## src/rtl/alu_issue_seq.sv

```systemverilog
// alu_issue_seq: issues decoded ops to a registered ALU, returns response.
// Optional XOR (three-pass OR/AND/SUB) enabled by macro ALU_ISSUE_XOR_EN.
module alu_issue_seq #(
    parameter int ALU_LATENCY = 1
) (
    input  logic        clock,
    input  logic        reset,
    input  logic        req_valid,
    output logic        req_ready,
    input  logic [3:0]  req_op,
    input  logic [15:0] req_a,
    input  logic [15:0] req_b,
    output logic        rsp_valid,
    input  logic        rsp_ready,
    output logic [15:0] rsp_result,
    output logic        rsp_zero,
    output logic        rsp_taken,
    output logic        rsp_err,
    output logic [15:0] alu_entrada1,
    output logic [15:0] alu_entrada2,
    output logic [2:0]  alu_control,
    input  logic [15:0] alu_resultado,
    input  logic        alu_zero
);

    typedef enum logic [1:0] {
        IDLE,
        ISSUE,
        WAIT,
        DONE
    } state_t;

    localparam logic [3:0] OP_AND = 4'b0000;
    localparam logic [3:0] OP_OR  = 4'b0001;
    localparam logic [3:0] OP_ADD = 4'b0010;
    localparam logic [3:0] OP_SUB = 4'b0011;
    localparam logic [3:0] OP_SLT = 4'b0100;
    localparam logic [3:0] OP_BEQ = 4'b0101;
    localparam logic [3:0] OP_BNE = 4'b0110;
`ifdef ALU_ISSUE_XOR_EN
    localparam logic [3:0] OP_XOR = 4'b0111;
`endif

    localparam logic [2:0] ALU_AND = 3'b000;
    localparam logic [2:0] ALU_OR  = 3'b001;
    localparam logic [2:0] ALU_ADD = 3'b010;
    localparam logic [2:0] ALU_SUB = 3'b011;
    localparam logic [2:0] ALU_SLT = 3'b100;

    // Last WAIT cycle index: the ALU output is valid during this cycle.
    localparam logic [1:0] WLAST = 2'(ALU_LATENCY - 1);

    state_t      state_q;
    state_t      state_d;
    logic [3:0]  op_q;
    logic [15:0] a_q;
    logic [15:0] b_q;
    logic [1:0]  pass_q;
    logic [1:0]  wcnt_q;
    logic [15:0] res_q;
    logic        zero_q;
    logic        taken_q;
    logic        err_q;

`ifdef ALU_ISSUE_XOR_EN
    logic [15:0] t1_q;
    logic [15:0] t2_q;
`endif

    logic [2:0]  pass_ctrl;
    logic [15:0] pass_e1;
    logic [15:0] pass_e2;
    logic [1:0]  last_pass;
    logic        last_wait;
    logic        final_pass;
    logic        taken_d;

    function automatic logic op_legal(input logic [3:0] op);
        logic ok;
        case (op)
            OP_AND, OP_OR, OP_ADD, OP_SUB,
            OP_SLT, OP_BEQ, OP_BNE: ok = 1'b1;
`ifdef ALU_ISSUE_XOR_EN
            OP_XOR: ok = 1'b1;
`endif
            default: ok = 1'b0;
        endcase
        return ok;
    endfunction

    // Per-pass ALU code and operand selection for the latched op.
    always_comb begin
        pass_ctrl = ALU_AND;
        pass_e1   = a_q;
        pass_e2   = b_q;
        case (op_q)
            OP_AND: pass_ctrl = ALU_AND;
            OP_OR:  pass_ctrl = ALU_OR;
            OP_ADD: pass_ctrl = ALU_ADD;
            OP_SUB: pass_ctrl = ALU_SUB;
            OP_SLT: pass_ctrl = ALU_SLT;
            OP_BEQ: pass_ctrl = ALU_SUB;
            OP_BNE: pass_ctrl = ALU_SUB;
`ifdef ALU_ISSUE_XOR_EN
            OP_XOR: begin
                case (pass_q)
                    2'd0: pass_ctrl = ALU_OR;
                    2'd1: pass_ctrl = ALU_AND;
                    default: begin
                        pass_ctrl = ALU_SUB;
                        pass_e1   = t1_q;
                        pass_e2   = t2_q;
                    end
                endcase
            end
`endif
            default: pass_ctrl = ALU_AND;
        endcase
    end

    // Pass bookkeeping and the branch decision from the final zero flag.
    always_comb begin
        last_pass = 2'd0;
`ifdef ALU_ISSUE_XOR_EN
        if (op_q == OP_XOR) begin
            last_pass = 2'd2;
        end
`endif
        last_wait  = (wcnt_q == WLAST);
        final_pass = (pass_q == last_pass);
        taken_d    = 1'b0;
        if (op_q == OP_BEQ) begin
            taken_d = alu_zero;
        end else if (op_q == OP_BNE) begin
            taken_d = ~alu_zero;
        end
    end

    // State register.
    always_ff @(posedge clock) begin
        if (reset) begin
            state_q <= IDLE;
        end else begin
            state_q <= state_d;
        end
    end

    // Next-state logic and handshake / ALU drive outputs.
    always_comb begin
        state_d      = state_q;
        req_ready    = 1'b0;
        rsp_valid    = 1'b0;
        alu_control  = 3'b000;
        alu_entrada1 = 16'h0000;
        alu_entrada2 = 16'h0000;
        case (state_q)
            IDLE: begin
                req_ready = ~reset;
                if (req_valid) begin
                    state_d = op_legal(req_op) ? ISSUE : DONE;
                end
            end
            ISSUE: begin
                alu_control  = pass_ctrl;
                alu_entrada1 = pass_e1;
                alu_entrada2 = pass_e2;
                state_d      = WAIT;
            end
            WAIT: begin
                alu_control  = pass_ctrl;
                alu_entrada1 = pass_e1;
                alu_entrada2 = pass_e2;
                if (last_wait) begin
                    state_d = final_pass ? DONE : ISSUE;
                end
            end
            DONE: begin
                rsp_valid = 1'b1;
                if (rsp_ready) begin
                    state_d = IDLE;
                end
            end
            default: state_d = IDLE;
        endcase
    end

    // Request latch, wait/pass counters and result capture.
    always_ff @(posedge clock) begin
        if (reset) begin
            op_q    <= 4'h0;
            a_q     <= 16'h0000;
            b_q     <= 16'h0000;
            pass_q  <= 2'd0;
            wcnt_q  <= 2'd0;
            res_q   <= 16'h0000;
            zero_q  <= 1'b0;
            taken_q <= 1'b0;
            err_q   <= 1'b0;
        end else begin
            case (state_q)
                IDLE: begin
                    if (req_valid) begin
                        op_q    <= req_op;
                        a_q     <= req_a;
                        b_q     <= req_b;
                        pass_q  <= 2'd0;
                        wcnt_q  <= 2'd0;
                        res_q   <= 16'h0000;
                        zero_q  <= 1'b0;
                        taken_q <= 1'b0;
                        err_q   <= ~op_legal(req_op);
                    end
                end
                ISSUE: begin
                    wcnt_q <= 2'd0;
                end
                WAIT: begin
                    if (last_wait) begin
                        pass_q <= pass_q + 2'd1;
                        if (final_pass) begin
                            res_q   <= alu_resultado;
                            zero_q  <= alu_zero;
                            taken_q <= taken_d;
                        end
                    end else begin
                        wcnt_q <= wcnt_q + 2'd1;
                    end
                end
                default: begin
                end
            endcase
        end
    end

`ifdef ALU_ISSUE_XOR_EN
    // Temporaries for the intermediate XOR passes.
    always_ff @(posedge clock) begin
        if (reset) begin
            t1_q <= 16'h0000;
            t2_q <= 16'h0000;
        end else if (state_q == WAIT && last_wait && !final_pass) begin
            if (pass_q == 2'd0) begin
                t1_q <= alu_resultado;
            end else begin
                t2_q <= alu_resultado;
            end
        end
    end
`endif

    assign rsp_result = res_q;
    assign rsp_zero   = zero_q;
    assign rsp_taken  = taken_q;
    assign rsp_err    = err_q;

endmodule

```

## config.mk

```make
export PLATFORM = sky130hd
export DESIGN_NAME = alu_issue_seq
export DESIGN_NICKNAME = d
export VERILOG_FILES = /design/src/rtl/alu_issue_seq.sv
export SDC_FILE = /design/constraint.sdc
export NUM_CORES = 1
export LEC_CHECK = 0
export ABC_CLOCK_PERIOD_IN_PS = 2050
export CAP_MARGIN = 25
export CORE_ASPECT_RATIO = 1.5
export CORE_UTILIZATION = 42
export DETAILED_ROUTE_END_ITERATION = 10
export HOLD_SLACK_MARGIN = 0.02
export PLACE_DENSITY = 0.76
export SLEW_MARGIN = 20
export SYNTH_ARGS = -nofsm -noshare
export SYNTH_HDL_FRONTEND = slang
export SYNTH_SLANG_ARGS = --single-unit
```

## constraint.sdc

```tcl
create_clock -name clock -period 2.05 [get_ports clock]
set_clock_uncertainty 0.15 [all_clocks]
set_input_delay 0.5125 -clock clock [delete_from_list [all_inputs] [get_ports clock]]
set_output_delay 0.5125 -clock clock [all_outputs]
set_load 0.1 [all_outputs]
```

==> Word level (Yosys, flattened, before mapping) <==
Cells that the tools add are included.
{ "word_totals": {"regBits": 61, "inputBits": 57, "output_inout_bits": 56, "wordCells": 83} }
{ "op_classes": {"add_sub_neg": 2, "eq_ne": 20, "n_mux": 34, "n_bitwise": 3, "n_reduce_logical": 14} }
{ "ops": {"columns": ["cell", "count"], "rows": [
  ["$mux 16", 5],
  ["$pmux 16 s2", 1],
  ["$eq 4x3->1 const B", 6],
  ["$eq 4x2->1 const B", 4],
  ["$mux 2", 8],
  ["$mux 1", 13],
  ["$pmux 3 s4", 1],
  ["$ne 2x2->1 const B", 5],
  ["$reduce_and 3->1", 3],
  ["$eq 4x1->1 const B", 2],
  ["$pmux 2 s4", 1],
  ["$reduce_or 7->1", 1],
  ["$logic_not 2->1", 3],
  ["$pmux 2 s3", 1],
  ["$add 2x1->2 const B", 2],
  ["$eq 2x2->1 const B", 2],
  ["$logic_not 4->1", 1],
  ["$pmux 1 s2", 2],
  ["$pmux 2 s2", 1],
  ["$reduce_and 4->1", 1],
  ["$mux 3", 1],
  ["$not 1->1", 3],
  ["$reduce_bool 3->1", 1],
  ["$reduce_or 3->1", 1],
  ["other kinds (4)", 4]
]} }

==> Longest topological paths before layout <==
{ "logic_depth": {"ltp_word": 8, "ltp_mapped": 8, "mapped_depth_nobuf": 6} }

==> Worst setup path before layout <==
Ideal clock, no wire load.
{ "synth_path": {"path_kind": "reg-to-output", "from": "register state_q[0]", "to": "output port alu_control[2]", "arrival_ps": 4027, "required_time_ps": 1387, "slack_ps": -2639, "path_stages_with_launch": 5, "n_path_buf": 0, "path_cell_list": "dfxtp_1 inv_1 ha_1 nand2b_1 nor4b_1"} }
{ "synth_via": {"elab_chain_cells": 3, "word_cells_on_any_way": 4, "classes_between": "eq/ne (2); mux (1); reduce/logical (1)"} }
{ "synth_lines": {"columns": ["element", "line", "rtl"], "rows": [
  ["start: declaration", "53", "state_t state_q;"],
  ["start signal: assignment", "144", "state_q <= state_d;"],
  ["$eq 2x2->1 or $eq 2x1->1 (tied branches)", "156", "case (state_q)"],
  ["$reduce_or 2->1 (no source line) (*)", null, null],
  ["$mux 3 (*)", "156", null],
  ["end: declaration", "21", "output logic [2:0] alu_control,"]
]} }
Mark *: on every way between the ends. The rest lies on a longest branch, timed or not.

==> Worst setup path after layout <==
{ "layout_path": {"from": "register state_q[1]", "to": "output port alu_control[2]"} }
The elaborated chain is that of the path after synthesis.

==> impl_metrics.ini <==
[setup_path]
cp_arrival_ns = 1.59
path_class = flip-flop to output pin
critical_path.reg2reg.startpoint = state_q[1]
critical_path.startpoint_type = flip-flop
critical_path_required_ns = 1.39
critical_path.reg2reg.endpoint = rsp_result[5]
reg2reg_depth = 9
timing.reg2reg.setup_slack_ns = 0.13
path_max_fanout = 3
worstSetupEndpointType = output pin

[worst_hold_path]
min-delay-start = a_q[15]
hold-path-cell-count = 2
hold_end = a_q[15]
hold_path.class = flip-flop to flip-flop

[floorplanning]
die_height_um = 99.8
initial_utilization_pct = 43.7
die_x_um = 67.2
ios = 113
floorplan.core_area_um2 = 6130
placementRows = 35
die_area_um2 = 6710

[drt]
drt-pass1-iter-count = 4
avgViaCountPerCell = 5.10
drc = 0
drt_antenna_net_count = 0
num_vias = 2657
post_drt_wl_per_cell_um = 14.2
dr.first_iter.drc_count = 161
drt-total-wl_um = 7410

[cells_and_area]
layout-drive-gt1-share_pct = 31.1
antenna_cells_inserted = 0
synthToLayoutAreaGrowth_pct = 79.5
register_area_um2 = 1220
final_nets = 507
multiInputGateArea_um2 = 1480
layout.filler_cells = 425

[timing]
timing.slew.headroom_pct = 56.9
post-route-period-util_pct = 110
final_period_minus_worst_setup_slack_ns = 2.25
maximum_achievable_frequency_mhz = 445
final.hold.worst_slack_ns = 0.304
postLayoutSetupSlackWorst_ns = -0.198
timing.final.max_slew_violations = 0
worstMarginPinSlew_ns = 0.647
number_of_hold_slack_violations_in_the_final_timing_report = 0
rsz0062_at_grt = true
setup_total_negative_slack_ns = -5.78
setup-violations-final = 35

[yosys]
synth-seq-area-share_pct = 45.6
syn_inst = 327
synth.lib_cells_used.distinct = 31
ys_dominant_reg_cell = dfxtp_1
synth_area_leader_cell = dfxtp_1
synth_top_area_share_pct = 45.6
post_synth.cell_area_avg_um2 = 8.20
post_synth_most_frequent_cells = nand2_1 (77), dfxtp_1 (61), a21oi_1 (40)
synthArstFlopShare_pct = 0
synthMostInstantiatedCell = nand2_1
postSynthRegisterBits = 61
synth-edff-count = 0
syn-num-nets = 392
netlist_area_um2 = 2680
ys_warn_count = 0
ys_top_cells_by_area = dfxtp_1 (46%), nand2_1 (11%), and2_1 (7.7%), a21oi_1 (7.5%), a22oi_2 (4.2%)

[clock_network]
clk_pin_slew_ns = 0.07
clock_insertion_delay_worst_skew_ns = 0.34
cts_hold_buffers = 0
cts_tree = yes
clock_path_buffers = 2
htree_num_levels = 3
ctsRootBufferMaster = clkbuf_8
numCtsBuffers = 9
cts_sinks = 61

[power]
ir_drop_worst_case_vdd_v = 0.000831
leakagePower_nw = 1.88
cell_pwr_density_nw_per_um2 = 1350

[grt]
grt_max_degree = 63
grt_overflow = 0
antenna_found_initial = 0
first_global_vias = 2478
first_pass_grt_wire_length_um = 11700
gr-usage-all-layers_pct = 23.1

[place]
detailedPlacementHpwl_um = 5210
final_gp_congestion = 0.771
port_bufs = 112
pre_cts_slack_ns = -0.0706

[status]
violations = negative setup slack
run_status = finished, violations left

[job]
maxCapViolCount = 0
## flip-flops by register name (all words and copies together), names as in the netlist, 2 cells and up
signal	count
pass_q	2
op_q	4
rsp_result	16
state_q	2
b_q	16
a_q	16
wcnt_q	2
## what timing repair did
| item | 4_1_cts | 5_1_grt |
|---|---|---|
| setup endpoints to repair | 35 | 37 |
| gates resized for setup | 2 | 4 |
| pin swaps | 5 | 4 |
| buffers inserted | 3 | 1 |
## cells in the final DEF, fill, tap and decap left out, types with 2 or more instances in the layout
cell type        netlist  layout
ha_1                   8       5
nor2_4                 1       3
and2_4                 0      30
nand2b_1               5       4
buf_4                  0       9
clkdlybuf4s50_1        0      55
nor2_1                28      26
a21oi_1               40      40
inv_2                  0       2
clkinv_2               0       4
nor3_1                 3       3
nand2_1               77      77
mux2i_1                3       3
xor2_1                 4       4
a22oi_2                9       9
buf_12                 0      60
a211oi_1               3       3
dfxtp_2                0       2
a22oi_1                9       9
ha_4                   0       2
and3_1                 2       2
inv_1                  6       4
and2_2                 0       2
nand3_1                2       2
clkbuf_1              15       2
clkbuf_8               0       9
dfxtp_1               61      59
## cells by family after synthesis
family | count (synthesis) | share of synthesized area (%)
AO/OA/AOI/OAI | 66 | 16.2
XOR/XNOR | 4 | 1.31
adder cells (fa/ha/maj) | 8 | 3.73
buffers and inverters | 28 | 4.95
flip-flops | 61 | 45.6
multiplexers | 3 | 1.12
AND/OR/NAND/NOR | 157 | 27.1
## cell type report
class                      instances  area share (%)
tap                               74            1.93
timing repair buffer             126            38.2
multi-input combinational        238            30.7
sequential                        61            25.4
clock inverter                     5           0.572
inverter                           6           0.468
clock buffer                      11            2.73
## where the power goes
group	switching (mW)	leakage [nW]	internal, mW
logic	2.45	1.30	1.58
clock network	0.465	0.0829	0.430
registers	0.160	0.498	1.40
total	3.08	1.88	3.41
## worst max path at each step
| stage | start | to | cells past startpoint |
|---|---|---|---|
| CTS | state_q[0] | alu_control[2] | 5 |
| detailed placement | req_valid | wcnt_q[1] | 5 |
| finish | state_q[1] | alu_control[2] | 5 |
| floorplan | state_q[0] | alu_control[2] | 4 |
| global placement | req_valid | wcnt_q[1] | 5 |
| global route | state_q[0] | alu_entrada2[15] | 5 |
## critical path, cell delays in order (launching register included)
cell and delay (ns):
dfxtp_2 0.33, inv_2 0.06, ha_4 0.30, nand2b_4 0.07, nor4b_4 0.27, buf_12 0.22
## per-stage QoR
stage,cells,cell area (um2),power [mW],utilization (%)
after floorplan,327,2810,4.12,-
after global placement,501,4590,5.42,74.9
after detailed placement,501,4590,5.50,74.9
after CTS,520,4780,6.46,78.0
after global routing,521,4810,6.78,78.4
final,521,4810,6.48,78.4
## layer usage
layer / routed length, um / GRT usage (%) / up-vias / share of wire (%)
li1: - / - / 1298 / -
met3: 428 / 6.36 / 13 / 5.8
met5: 0 / 0 / - / 0
met4: 133 / 9.82 / 0 / 1.8
met1: 2910 / 25.0 / 1258 / 39
met2: 3940 / 40.8 / 88 / 53
(Power assumes the default switching activity.)
